--- src/rtl/store_buffer_drainer_pkg.sv ---
// Shared types for the store buffer drainer and the blocks around it.
package store_buffer_drainer_pkg;

  typedef enum logic [1:0] {
    CACHE_ACCESS_SIZE_BYTE = 2'd0,
    CACHE_ACCESS_SIZE_HALF = 2'd1,
    CACHE_ACCESS_SIZE_WORD = 2'd2
  } cache_access_size_t;

endpackage

--- src/rtl/store_buffer_drainer_if.sv ---
// Data cache write request port: request handshake plus completion strobe.
interface store_buffer_drainer_if #(
  parameter int ADDR_SIZE = 32,
  parameter int WORD_SIZE = 32
);
  localparam int LANES = WORD_SIZE / 8;

  logic                 valid;
  logic                 ready;
  logic [ADDR_SIZE-1:0] addr;
  logic [WORD_SIZE-1:0] data;
  logic [LANES-1:0]     strb;
  logic                 done;

  modport master (output valid, addr, data, strb, input ready, done);
  modport slave  (input valid, addr, data, strb, output ready, done);
endinterface

--- src/rtl/store_buffer_drainer.sv ---
// Store buffer drainer: moves the oldest committed store into the dcache write
// port, one entry at a time, and pops the buffer only after the cache reports
// completion. Misaligned entries are dropped without touching the cache.
module store_buffer_drainer
  import store_buffer_drainer_pkg::*;
#(
  parameter int ADDR_SIZE  = 32,
  parameter int WORD_SIZE  = 32,
  parameter int COUNT_BITS = 32
) (
  input  logic                     clk_i,
  input  logic                     reset_n_i,
  input  logic                     sb_empty_i,
  input  logic                     sb_full_i,
  input  logic [ADDR_SIZE-1:0]     sb_addr_i,
  input  logic [WORD_SIZE-1:0]     sb_data_i,
  input  cache_access_size_t       sb_size_i,
  output logic                     sb_get_enable_o,
  output logic                     sb_hit_o,
  input  logic                     load_pending_i,
  input  logic                     drain_i,
  store_buffer_drainer_if.master   dc_wr,
  output logic                     misaligned_o,
  output logic                     idle_o,
  output logic [COUNT_BITS-1:0]    retired_count_o
);

  localparam int LANES    = WORD_SIZE / 8;
  localparam int OFF_BITS = $clog2(LANES);

  typedef enum logic [1:0] {
    IDLE  = 2'd0,
    ISSUE = 2'd1,
    WAIT  = 2'd2,
    POP   = 2'd3
  } state_t;

  state_t                 state_q;
  state_t                 state_d;

  logic [ADDR_SIZE-1:0]   addr_q;
  logic [WORD_SIZE-1:0]   data_q;
  logic [LANES-1:0]       strb_q;
  logic                   drop_q;
  logic [COUNT_BITS-1:0]  count_q;

  logic [OFF_BITS-1:0]    off;
  logic [ADDR_SIZE-1:0]   fmt_addr;
  logic [WORD_SIZE-1:0]   fmt_data;
  logic [LANES-1:0]       fmt_strb;
  logic                   fmt_misaligned;
  logic                   start;

  assign off = sb_addr_i[OFF_BITS-1:0];

  // Loads own the dcache port unless the buffer is full or a drain is forced.
  assign start = !sb_empty_i && (!load_pending_i || sb_full_i || drain_i);

  // Lane formatting of the head entry; the formatted form is what gets latched.
  always_comb begin
    fmt_addr       = {sb_addr_i[ADDR_SIZE-1:OFF_BITS], {OFF_BITS{1'b0}}};
    fmt_data       = sb_data_i;
    fmt_strb       = '1;
    fmt_misaligned = 1'b0;
    case (sb_size_i)
      CACHE_ACCESS_SIZE_BYTE: begin
        fmt_strb = LANES'(1) << off;
        fmt_data = {LANES{sb_data_i[7:0]}};
      end
      CACHE_ACCESS_SIZE_HALF: begin
        fmt_strb       = LANES'(3) << off;
        fmt_data       = {(LANES/2){sb_data_i[15:0]}};
        fmt_misaligned = off[0];
      end
      default: begin
        fmt_misaligned = (off != '0);
      end
    endcase
  end

  // State register.
  always_ff @(posedge clk_i or negedge reset_n_i) begin
    if (!reset_n_i) begin
      state_q <= IDLE;
    end else begin
      state_q <= state_d;
    end
  end

  // Next-state logic; once out of IDLE the entry is committed regardless of loads.
  always_comb begin
    state_d = state_q;
    case (state_q)
      IDLE: begin
        if (start) begin
          state_d = fmt_misaligned ? POP : ISSUE;
        end
      end
      ISSUE: begin
        if (dc_wr.ready) begin
          state_d = WAIT;
        end
      end
      WAIT: begin
        if (dc_wr.done) begin
          state_d = POP;
        end
      end
      POP: begin
        state_d = IDLE;
      end
      default: begin
        state_d = IDLE;
      end
    endcase
  end

  // Capture the formatted request on the start decision so it stays stable.
  always_ff @(posedge clk_i or negedge reset_n_i) begin
    if (!reset_n_i) begin
      addr_q <= '0;
      data_q <= '0;
      strb_q <= '0;
      drop_q <= 1'b0;
    end else if (state_q == IDLE && start) begin
      addr_q <= fmt_addr;
      data_q <= fmt_data;
      strb_q <= fmt_strb;
      drop_q <= fmt_misaligned;
    end
  end

  // Retired-store counter: bumps on every pop that was really written.
  always_ff @(posedge clk_i or negedge reset_n_i) begin
    if (!reset_n_i) begin
      count_q <= '0;
    end else if (state_q == POP && !drop_q) begin
      count_q <= count_q + COUNT_BITS'(1);
    end
  end

  assign dc_wr.valid     = (state_q == ISSUE);
  assign dc_wr.addr      = addr_q;
  assign dc_wr.data      = data_q;
  assign dc_wr.strb      = strb_q;
  assign sb_get_enable_o = (state_q == POP);
  assign sb_hit_o        = (state_q == POP);
  assign misaligned_o    = (state_q == POP) && drop_q;
  assign idle_o          = (state_q == IDLE) && sb_empty_i;
  assign retired_count_o = count_q;

endmodule
--- src/flat_wrapper.sv ---
// flat-port wrapper written by rule: the top's interface ports become plain ports
module store_buffer_drainer_flat import store_buffer_drainer_pkg::*;
#(
  parameter int ADDR_SIZE  = 32,
  parameter int WORD_SIZE  = 32,
  parameter int COUNT_BITS = 32
)
  (clk_i, reset_n_i, sb_empty_i, sb_full_i, sb_addr_i, sb_data_i, sb_size_i, sb_get_enable_o, sb_hit_o, load_pending_i, drain_i, misaligned_o, idle_o, retired_count_o, dc_wr_valid, dc_wr_addr, dc_wr_data, dc_wr_strb, dc_wr_ready, dc_wr_done);
  store_buffer_drainer_if #(.ADDR_SIZE(ADDR_SIZE), .WORD_SIZE(WORD_SIZE)) dc_wr_i ();
  input  logic clk_i;
  input  logic reset_n_i;
  input  logic sb_empty_i;
  input  logic sb_full_i;
  input  logic [ADDR_SIZE-1:0] sb_addr_i;
  input  logic [WORD_SIZE-1:0] sb_data_i;
  input  cache_access_size_t sb_size_i;
  output logic sb_get_enable_o;
  output logic sb_hit_o;
  input  logic load_pending_i;
  input  logic drain_i;
  output logic misaligned_o;
  output logic idle_o;
  output logic [COUNT_BITS-1:0] retired_count_o;
  output wire logic [$bits(dc_wr_i.valid)-1:0] dc_wr_valid;
  output wire logic [$bits(dc_wr_i.addr)-1:0] dc_wr_addr;
  output wire logic [$bits(dc_wr_i.data)-1:0] dc_wr_data;
  output wire logic [$bits(dc_wr_i.strb)-1:0] dc_wr_strb;
  input wire logic [$bits(dc_wr_i.ready)-1:0] dc_wr_ready;
  input wire logic [$bits(dc_wr_i.done)-1:0] dc_wr_done;
  assign dc_wr_valid = dc_wr_i.valid;
  assign dc_wr_addr = dc_wr_i.addr;
  assign dc_wr_data = dc_wr_i.data;
  assign dc_wr_strb = dc_wr_i.strb;
  assign dc_wr_i.ready = dc_wr_ready;
  assign dc_wr_i.done = dc_wr_done;
  store_buffer_drainer #(.ADDR_SIZE(ADDR_SIZE), .WORD_SIZE(WORD_SIZE), .COUNT_BITS(COUNT_BITS)) u_core (.clk_i(clk_i), .reset_n_i(reset_n_i), .sb_empty_i(sb_empty_i), .sb_full_i(sb_full_i), .sb_addr_i(sb_addr_i), .sb_data_i(sb_data_i), .sb_size_i(sb_size_i), .sb_get_enable_o(sb_get_enable_o), .sb_hit_o(sb_hit_o), .load_pending_i(load_pending_i), .drain_i(drain_i), .dc_wr(dc_wr_i), .misaligned_o(misaligned_o), .idle_o(idle_o), .retired_count_o(retired_count_o));
endmodule
--- config.mk ---
export PLATFORM = sky130hd
export DESIGN_NAME = store_buffer_drainer_flat
export DESIGN_NICKNAME = d
export VERILOG_FILES = /design/src/rtl/store_buffer_drainer_pkg.sv /design/src/rtl/store_buffer_drainer_if.sv /design/src/rtl/store_buffer_drainer.sv /design/src/flat_wrapper.sv
export SDC_FILE = /design/constraint.sdc
export NUM_CORES = 1
export LEC_CHECK = 0
export CORE_MARGIN = 5
export CORE_UTILIZATION = 25
export CTS_BUF_LIST = sky130_fd_sc_hd__clkbuf_8
export DETAILED_ROUTE_END_ITERATION = 16
export PLACE_DENSITY_LB_ADDON = 0.05
export RECOVER_POWER = 50
export SKIP_LAST_GASP = 1
export SYNTH_ARGS = -nofsm -noshare
export SYNTH_HDL_FRONTEND = slang
export SYNTH_SLANG_ARGS = --single-unit
--- constraint.sdc ---
create_clock -name clk_i -period 2.9 [get_ports clk_i]
set_input_delay 0.725 -clock clk_i [delete_from_list [all_inputs] [get_ports clk_i]]
set_output_delay 0.725 -clock clk_i [all_outputs]
set_load 0.01 [all_outputs]
==> results by group <==
Logic synthesis
  • Top-count cell post-synth: dfrtp_1
  • Main synth FF type: dfrtp_1
  • Synth Cell Area: 4470 um2
  • Synth warn: 0
  • Post-synth EDFFs: 0
  • Most instantiated cells after synthesis: dfrtp_1, mux2_2, mux2i_1, nor2_1, xnor2_1
  • Mapped Cells: 360
  • Async SR Flop Fraction: 100%
  • Unique cell type count in the Yosys netlist: 36
  • Synth top area cells: dfrtp_1, mux2_2, mux2i_1
  • Synthesized area per cell: around 12 um2
  • Area share of the largest cell type after synthesis: 56.5%
  • Largest area contributor in the synthesized netlist: dfrtp_1
  • Seq cells post-synth: around 100
  • Sequential share of the synthesized area: a little under three fifths

Placement
  • Placed inst area: approximately 6500 um2
  • Post-DP HPWL: just under 9 mm
  • Final RePlAce weighted congestion: approximately 0.72
  • I/O Buffers: 176

CTS
  • CTS Root Cell: clkbuf_8
  • Post-CTS Setup Bufs: 0
  • PostCTS Resize Cnt: 0
  • Hold-fix buffers, CTS: 0
  • H-tree Lvls: 3
  • Clk Latency, worst-skew pair: 0.37 ns
  • Sink Count: between 100 and 150
  • Clock buffer count from CTS: 9
  • CTS tree: yes
  • Clock tree buffer depth: 2
  • Clk pin slew, worst setup/hold paths: ~0.10 ns

Cells and area
  • N_diodes: 0
  • Layout Cell Area excl Fill: about 6700 um2
  • Share of cells above drive strength 1: 14.3%
  • Filler instances: roughly 1800
  • Area grow syn2layout: 49.4%
  • Layout Nets: 614
  • Post-layout util: 37.6%

Hold path
  • Worst hold path class: reg -> reg

Routing
  • DR vias/cell: about 4.3
  • DRT Wirelength: 12.4 mm
  • DRT Pass-1 Iters: 4
  • Routed WL per cell: 16.2 um
  • ANT nets after route: 0
  • DRC: 0
  • Iteration-0 DRC Markers: 85
  • Vias post-DR: 3332

Pwr
  • Static Leakage: around 2.8 nW
  • VDD IR max: 0.339 mV
  • P per Cell Area: about 850 nW/um2

Timing
  • Final min period: roughly 2.7 ns
  • Final Hold Violating Endpoints: 0
  • Worst slew margin: under 10%
  • Final Cycle Share: about 93%
  • Unrepaired setup endpoints after global routing: false
  • Final setup violation count: 0
  • Final Max Tran Viols: 0
  • Least-Margin Pin Slew: around 1.5 ns
  • Post-route setup TNS: 0 ns
  • Achievable Freq: 0.369 GHz
  • Fin Clk Skew: ~0.0083 ns

Flow run
  • Max cap viols: 0

Global route
  • Vias in the first global route: around 3500
  • Global Route Usage Sum: around 12%
  • First-pass GRT wire length: 19.2 mm
  • Largest net degree at the start of global routing: a little over 100
  • GRT Residual Overflow: 0
  • Initial antenna violation count: 1

Critical path
  • Critical path capture point type: flop
  • Critical path type: in -> reg
  • Crit path DAT: about 3 ns
  • Worst path max stage delay: approximately 0.86 ns
  • Startpoint types: input pin
  • Delay-heaviest family, CP: buffers and inverters
  • Crit path cell chain: dlygate4sd3_1 -> nor3b_1 -> nor3b_4 -> clkbuf_4 -> mux2_2
  • Worst-path fanout max: 87
  • Bufs and invs on worst path: 2
  • Crit path max-delay cell type: clkbuf_4
  • Critical Path RT: between 3 and 4 ns
  • R2r setup slk: roughly 0.43 ns

Floorplanning
  • Die Span X: 144 um
  • Num rows: between 40 and 50
  • Initial core utilization: between 20% and 30%
  • Die Ht: 144 um
  • Core ar.: 17800 um2
  • I/O pin count: roughly 180
  • Total die area: about 21000 um2

Outcome
  • Outcome: finished clean
[worst reg2reg max path, cell delays in order, from the launching register on]
cell,delay [ns]
dfrtp_1,0.41
inv_1,0.11
ha_1,0.26
nor3b_4,0.20
clkbuf_4,0.86
mux2_2,0.52
[logic make-up after synthesis]
kind of cell | synth area share [%]
and+or+nand+nor | 11.2
buffers and inverters | 2.60
other | 0.0838
adders and majority gates | 1.40
AOI/OAI and AO/OA | 4.03
DFF | 56.5
xor gates and xnor gates | 6.07
muxes | 18.1
[sequential cells by signal, summed over array words and instances, names as in the netlist]
name,flops
u_core.dc_wr.addr,30
u_core.dc_wr.strb,4
u_core.state_q,2
u_core.drop_q,1
u_core.dc_wr.data,32
u_core.retired_count_o,32
[report_power, final]
group	switching [W]	internal, W	leakage (nW)
Clock	0.000532	0.000489	0.102
Combinational	0.000973	0.00145	1.41
Sequential	0.000290	0.00192	1.24
[path summary, 6_finish.rpt]
check	start	endpoint	cells past startpoint
max	load_pending_i	u_core.dc_wr.addr[12]	5
min	u_core.retired_count_o[31]	u_core.retired_count_o[31]	1
max reg2reg	u_core.state_q[0]	u_core.dc_wr.addr[12]	5
min reg2reg	u_core.retired_count_o[31]	u_core.retired_count_o[31]	1
max in group asynchronous	reset_n_i	u_core.dc_wr.data[13]	2
min in group asynchronous	reset_n_i	u_core.retired_count_o[4]	2
[routing by layer]
layer	wire length, um	GRT usage (%)	vias to the layer above
met4	185	4.31	2
met1	5020	14.3	1614
met3	1440	6.32	13
li1	-	-	1595
met2	5780	18.9	108
met5	13	0	-
[metrics by stage]
stage / setup slack [ns] / power, W / std cells / hold WS [ns]
finish: 0.193 / 0.00565 / 769 / 0.474
global placement: 0.235 / 0.00473 / 753 / 0.465
detailed placement: 0.238 / 0.00476 / 753 / 0.465
CTS: 0.237 / 0.00584 / 769 / 0.426
global route: 0.112 / 0.00606 / 769 / 0.506
floorplan: 1.04 / 0.00331 / 361 / 0.429
[cell usage in the layout, fill, tap and decap left out, types with 3 or more instances in the layout]
cell / n
a21oi_1: 19
a31oi_1: 3
and2_1: 5
and3_1: 4
and4_1: 3
buf_4: 3
clkbuf_4: 3
clkbuf_8: 9
clkdlybuf4s50_1: 164
clkinvlp_4: 3
dfrtp_1: 101
dlygate4sd3_1: 11
ha_1: 5
inv_1: 7
mux2_2: 48
mux2i_1: 27
nand2_1: 16
nand3_1: 9
nand4_1: 10
nor2_1: 27
o21ai_0: 10
xnor2_1: 26
xor2_1: 5
[cell type report]
cell class	instances	area [um2]	share of cell area, %
clock inverters	7	100	1.50
flip-flops and latches	101	2530	37.8
inverters	7	26.3	0.393
multi-input cells	235	1820	27.3
clock buffers	9	124	1.85
well taps	229	287	4.29
repair buffers	181	1800	26.9
Power figures use the tool's default switching activity.
